**src/rtl/frame_arbiter.sv**
```systemverilog
// frame_arbiter: round-robin arbiter that forwards one source's byte frame to
// a framer queue, waits for the framer's transfer-end pulse, then holds off for
// a guard interval before arbitrating again.
module frame_arbiter #(
    parameter int MAX_LEN       = 20,
    parameter int START_TIMEOUT = 16,
    parameter int GUARD_CYCLES  = 17,
    parameter int TX_TIMEOUT    = 1023
) (
    input  logic        clk,
    input  logic        reset_n,
    input  logic [3:0]  req,
    input  logic [31:0] src_data,
    input  logic [3:0]  src_valid,
    output logic [3:0]  grant,
    output logic [7:0]  fifo_din,
    output logic        fifo_din_valid,
    input  logic        fifo_indicator,
    output logic        busy,
    output logic        frame_done,
    output logic [4:0]  frame_len,
    output logic        err_overflow,
    output logic        err_timeout
);

    localparam logic [2:0] S_IDLE    = 3'd0;
    localparam logic [2:0] S_GRANTED = 3'd1;
    localparam logic [2:0] S_LOAD    = 3'd2;
    localparam logic [2:0] S_WAIT_TX = 3'd3;
    localparam logic [2:0] S_GUARD   = 3'd4;

    localparam logic [9:0] C_MAX_LEN   = 10'(MAX_LEN);
    localparam logic [9:0] C_START_END = 10'(START_TIMEOUT - 1);
    localparam logic [9:0] C_GUARD_END = 10'(GUARD_CYCLES - 1);
    localparam logic [9:0] C_TX_END    = 10'(TX_TIMEOUT - 1);

    logic [2:0] r_state;
    logic [3:0] r_grant;
    logic [1:0] r_gidx;
    logic [1:0] r_last;
    logic [9:0] r_count;
    logic [9:0] r_wait;
    logic [9:0] r_guard;
    logic [4:0] r_frame_len;
    logic       r_frame_done;
    logic       r_err_ovf;
    logic       r_err_tmo;

    logic       w_found;
    logic [1:0] w_sel;
    logic [1:0] w_idx;
    logic       w_src_valid;
    logic       w_fwd;
    logic [7:0] w_din;

    // Round-robin pick: first requester starting one past the last grant
    always_comb begin
        w_found = 1'b0;
        w_sel   = r_last;
        w_idx   = r_last;
        for (int unsigned i = 1; i <= 4; i++) begin
            w_idx = r_last + 2'(i);
            if (!w_found && req[w_idx]) begin
                w_found = 1'b1;
                w_sel   = w_idx;
            end
        end
    end

    // Zero-latency byte path from the granted source to the framer
    always_comb begin
        w_src_valid = src_valid[r_gidx];
        w_fwd       = w_src_valid && ((r_state == S_GRANTED) || (r_state == S_LOAD))
                      && (r_count < C_MAX_LEN);
        w_din       = '0;
        if (r_grant != '0) begin
            w_din = src_data[{r_gidx, 3'b000} +: 8];
        end
    end

    // Frame FSM: grant, load, wait for framer, guard; counters cleared on each state change
    always_ff @(posedge clk or negedge reset_n) begin
        if (!reset_n) begin
            r_state      <= S_IDLE;
            r_grant      <= '0;
            r_gidx       <= '0;
            r_last       <= 2'd3;
            r_count      <= '0;
            r_wait       <= '0;
            r_guard      <= '0;
            r_frame_len  <= '0;
            r_frame_done <= 1'b0;
            r_err_ovf    <= 1'b0;
            r_err_tmo    <= 1'b0;
        end else begin
            r_frame_done <= 1'b0;
            r_err_ovf    <= 1'b0;
            r_err_tmo    <= 1'b0;
            case (r_state)
                S_IDLE: begin
                    if (w_found) begin
                        r_grant <= 4'b0001 << w_sel;
                        r_gidx  <= w_sel;
                        r_last  <= w_sel;
                        r_state <= S_GRANTED;
                        r_count <= '0;
                        r_wait  <= '0;
                        r_guard <= '0;
                    end
                end
                S_GRANTED: begin
                    if (w_fwd) begin
                        r_count <= 10'd1;
                        r_wait  <= '0;
                        r_guard <= '0;
                        r_state <= S_LOAD;
                    end else if (!req[r_gidx]) begin
                        r_grant <= '0;
                        r_count <= '0;
                        r_wait  <= '0;
                        r_guard <= '0;
                        r_state <= S_IDLE;
                    end else if (r_wait == C_START_END) begin
                        r_err_tmo <= 1'b1;
                        r_grant   <= '0;
                        r_count   <= '0;
                        r_wait    <= '0;
                        r_guard   <= '0;
                        r_state   <= S_IDLE;
                    end else begin
                        r_wait <= r_wait + 10'd1;
                    end
                end
                S_LOAD: begin
                    if (!w_src_valid || (r_count == C_MAX_LEN)) begin
                        // only reachable with valid high when the frame is already full
                        r_err_ovf   <= w_src_valid;
                        r_grant     <= '0;
                        r_frame_len <= r_count[4:0];
                        r_count     <= '0;
                        r_wait      <= '0;
                        r_guard     <= '0;
                        r_state     <= S_WAIT_TX;
                    end else begin
                        r_count <= r_count + 10'd1;
                    end
                end
                S_WAIT_TX: begin
                    if (fifo_indicator) begin
                        r_frame_done <= 1'b1;
                        r_count      <= '0;
                        r_wait       <= '0;
                        r_guard      <= '0;
                        r_state      <= S_GUARD;
                    end else if (r_wait == C_TX_END) begin
                        r_err_tmo <= 1'b1;
                        r_count   <= '0;
                        r_wait    <= '0;
                        r_guard   <= '0;
                        r_state   <= S_GUARD;
                    end else begin
                        r_wait <= r_wait + 10'd1;
                    end
                end
                S_GUARD: begin
                    if (r_guard == C_GUARD_END) begin
                        r_count <= '0;
                        r_wait  <= '0;
                        r_guard <= '0;
                        r_state <= S_IDLE;
                    end else begin
                        r_guard <= r_guard + 10'd1;
                    end
                end
                default: begin
                    r_grant <= '0;
                    r_state <= S_IDLE;
                end
            endcase
        end
    end

    assign grant          = r_grant;
    assign fifo_din       = w_din;
    assign fifo_din_valid = w_fwd;
    assign busy           = (r_state != S_IDLE);
    assign frame_done     = r_frame_done;
    assign frame_len      = r_frame_len;
    assign err_overflow   = r_err_ovf;
    assign err_timeout    = r_err_tmo;

endmodule

```
**config.mk**
```make
export PLATFORM = sky130hd
export DESIGN_NAME = frame_arbiter
export DESIGN_NICKNAME = d
export VERILOG_FILES = /design/src/rtl/frame_arbiter.sv
export SDC_FILE = /design/constraint.sdc
export NUM_CORES = 1
export LEC_CHECK = 0
export CAP_MARGIN = 15
export CORE_UTILIZATION = 58
export CTS_CLUSTER_SIZE = 28
export DETAILED_ROUTE_END_ITERATION = 6
export DONT_BUFFER_PORTS = 1
export MAX_ROUTING_LAYER = met4
export PLACE_DENSITY = 0.79
export SLEW_MARGIN = 5
export SYNTH_ARGS = -nofsm -noshare
export SYNTH_HDL_FRONTEND = slang
export SYNTH_SLANG_ARGS = --single-unit
export TNS_END_PERCENT = 50
```
**constraint.sdc**
```tcl
create_clock -name clk -period 2.1 [get_ports clk]
set_input_delay 0.21 -clock clk [delete_from_list [all_inputs] [get_ports clk]]
set_output_delay 0.21 -clock clk [all_outputs]
set_load 0.02 [all_outputs]
```
==> results.sh <==
export IMPL_status="finished with violations"
export IMPL_violations="setup timing"
export IMPL_clock_path_buffers=2
export IMPL_cts_buffers_inserted=5
export IMPL_place_congestion=0.894
export IMPL_htree_levels=2
export IMPL_synthSimpleGateAreaFrac_pct=25.1
export IMPL_detail_route_antenna_nets=0
export IMPL_path_class="reg2reg"
export IMPL_hold_class="in2reg"
export IMPL_core_sq_um=5270
export IMPL_p_leak_nw=2.04
export IMPL_min_period_ns=2.41
export IMPL_ys_types=64
export IMPL_layout_common_cells="84 x buf_4, 47 x dfrtp_1, 23 x nand2_1"
export IMPL_clock_tree_root_cell="clkbuf_8"
export IMPL_finalCritPeriodShare_pct=115
export IMPL_drv_slew=0
export IMPL_endpoint_kind="flop"
export IMPL_p_total_mw=5.51
export IMPL_path_cells="inv_2, ha_4, or4b_4, nor4_4, buf_4, o2111ai_1, nor4_1, nor3_2"
export IMPL_netlist_instances=326
export IMPL_routedWlPerCell_um=22.1
export IMPL_setup_violations=40
export IMPL_syn_nets=375
export IMPL_p_int_mw=3.14
export IMPL_grt_pass1_wl_mm=14.8
export IMPL_synth_xor_area_share_pct=1.07
export IMPL_max_stage_delay_ns=0.50
export IMPL_power_frac_comb_pct=65.7
export IMPL_syn_to_final_growth_pct=39.0
export IMPL_final_common_cell="buf_4"
export IMPL_p_switching_mw=2.38
export IMPL_vias=3339
export IMPL_die_height_um=77.1
export IMPL_fin_nets=466
export IMPL_ys_seq_area_share_pct=37.5
export IMPL_post_place_ws_ns=-0.217
export IMPL_die_area_sq_um=5950
export IMPL_tightestPinTransition_ns=0.707
export IMPL_path_buf_inv=2
export IMPL_worstPathArrival_ns=2.59
export IMPL_grt_max_degree=50
export IMPL_grt_pass1_vias=3145
export IMPL_p_sw_share_pct=43.1
export IMPL_fin_skew_ns=0.00968
export IMPL_n_antenna_cell=0
export IMPL_clk_latency_ns=0.31
export IMPL_crit_path_max_fanout=3
export IMPL_fillers=251
export IMPL_rows=26
export IMPL_share_seq_of_total_power_pct=23.8
export IMPL_port_buffers=0
export IMPL_chipWidth_um=77.1
export IMPL_first_iter_violations=270
export IMPL_totalWireLength_mm=10.8
export IMPL_clk_pin_slew_ns=0.09
export IMPL_drc=0
export IMPL_synthMuxAreaShare_pct=11.7
export IMPL_finalSetupTns_ns=-5.91
export IMPL_cpLargestDelayFamily="simple AND/OR/NAND/NOR gates"
export IMPL_worstPathRequired_ns=2.28
export IMPL_grt_ovfl_total=0
export IMPL_cp_start_kind="flop"
export IMPL_timing_fmax_mhz=416
export IMPL_dp_hpwl_mm=6.26
export IMPL_relSlewSlack_pct=52.7
export IMPL_syn_area_per_cell_sq_um=10.0
export IMPL_timing_final_ws_setup_ns=-0.306
export IMPL_cts_sinks=49
export IMPL_viasPerCell=6.86
export IMPL_synth_top_family_by_area="simple AND/OR/NAND/NOR gates"
export IMPL_yosys_warnings=0
export IMPL_vdd_drop_max_uv=811
export IMPL_cts_tree="built"
export IMPL_ios=65
export IMPL_synth_compound_area_share_pct=18.7
export IMPL_grt_antenna_before_repair=0
export IMPL_pwr_density_cell_nw_per_um2=1210
export IMPL_synth_edf_count=0
export IMPL_utilization_pct=86.3
export IMPL_synthArstFlopShare_pct=100
export IMPL_track_usage_pct=31.9
export IMPL_crit_slowest_cell="or4b_4"
export IMPL_ys_seq_elements=49
export IMPL_clock_power_share_pct=10.5
export IMPL_synthAdderAreaFrac_pct=2.29
export IMPL_timing_hold_violations_final=0
export IMPL_timing_max_cap_violations=0
export IMPL_synth_area_sq_um=3270
export IMPL_rsz0062_at_grt="yes"
export IMPL_ys_flop_type="dfrtp_1"
export IMPL_initial_core_util_pct=62.1
export IMPL_drive_gt1_share_pct=45.6
export IMPL_dr_pass1_iters=7
## area by class of cell
| class | count | area (sq um) | share of cell area, % |
|---|---|---|---|
| well taps | 70 | 87.6 | 1.93 |
| inverters | 11 | 41.3 | 0.908 |
| repair buffers | 100 | 833 | 18.3 |
| multi-input cells | 250 | 2270 | 49.9 |
| flip-flops and latches | 49 | 1230 | 27.0 |
| clock buffers | 7 | 86.3 | 1.90 |
## metrics by stage
step / std cells / instance area [sq um] / hold WS (ns)
after global placement: 453 / 3860 / -0.0847
after CTS: 469 / 4140 / 0.0687
final: 487 / 4550 / 0.0651
after global routing: 487 / 4550 / 0.0564
after floorplan: 326 / 3310 / -0.0856
after detailed placement: 453 / 3860 / -0.0846
## sequential cells by signal, summed over array words and instances, names as in the netlist
| signal | count |
|---|---|
| grant | 4 |
| err_timeout | 1 |
| frame_len | 5 |
| r_last | 2 |
| r_wait | 10 |
| frame_done | 1 |
| err_overflow | 1 |
| r_count | 10 |
| r_gidx | 2 |
| r_state | 3 |
| r_guard | 10 |
## kinds of logic after synthesis
logic type                 count (synthesis)
adders and majority gates                  6
DFF                                       49
AOI/OAI and AO/OA                         73
muxes                                     23
and+or+nand+nor                          144
xor gates and xnor gates                   4
buffers and inverters                     27
## cell usage after synthesis, types with 4 or more instances
| master | number | area (sq um) |
|---|---|---|
| o21ai_0 | 9 | 45.0 |
| dfrtp_1 | 47 | 1180 |
| nor3_1 | 16 | 80.1 |
| and3_1 | 14 | 87.6 |
| a31oi_1 | 8 | 50.1 |
| nor2_1 | 21 | 78.8 |
| nor3b_1 | 4 | 30.0 |
| mux4_2 | 11 | 248 |
| o41ai_1 | 9 | 78.8 |
| mux2_2 | 7 | 78.8 |
| ha_1 | 6 | 75.1 |
| a211o_1 | 5 | 43.8 |
| nand2_1 | 24 | 90.1 |
| nor2b_1 | 13 | 81.3 |
| a31o_2 | 4 | 35.0 |
| nor4_1 | 13 | 81.3 |
| buf_2 | 8 | 40.0 |
| clkbuf_1 | 6 | 22.5 |
| nand4_1 | 7 | 43.8 |
| mux2_1 | 4 | 45.0 |
| o21ai_1 | 7 | 35.0 |
| inv_1 | 11 | 41.3 |
| a22o_1 | 5 | 43.8 |
| nand3_1 | 11 | 55.1 |
## power groups by stage
| stage | Sequential (mW) | Combinational, mW | Clock, mW |
|---|---|---|---|
| floorplan | 1.25 | 1.83 | 0 |
| global route | 1.33 | 3.80 | 0.626 |
| finish | 1.31 | 3.62 | 0.581 |
| global placement | 1.30 | 2.59 | 0 |
| detailed placement | 1.31 | 2.66 | 0 |
| CTS | 1.30 | 2.97 | 0.582 |
## worst register-to-register path: stages (launching register included)
cell and delay, ns:
dfrtp_1 0.40, inv_2 0.09, ha_4 0.13, or4b_4 0.50, nor4_4 0.28, buf_4 0.19
o2111ai_1 0.18, nor4_1 0.42, nor3_2 0.09
## layer usage
layer	track usage [%]	up-vias	part of all wire (%)
li1	-	1442	-
met1	41.0	1652	39
met2	51.1	207	51
met3	6.07	38	7.2
met4	10.2	0	2.9
met5	-	-	0
## final timing paths
kind                            cells after the start         end           start  slack, ns
worst max-delay path                                8  r_count[9]      r_guard[0]      -0.31
worst min-delay path                                1  frame_done  fifo_indicator       0.07
worst max register to register                      8  r_count[9]      r_guard[0]      -0.31
worst min register to register                      1   r_gidx[1]       r_gidx[1]       0.60
max in group asynchronous                           2   r_last[0]         reset_n       1.40
min in group asynchronous                           2  frame_done         reset_n       0.41
## what timing repair did
item                                    CTS  global route
pin swaps                                 5            18
hold endpoints to repair                 49             0
gates resized for setup                  22            52
hold buffers                              2             0
buffers inserted                          6            19
gates cloned                              1             0
endpoints found under the setup margin   36            45
Power figures use the tool's default switching activity.
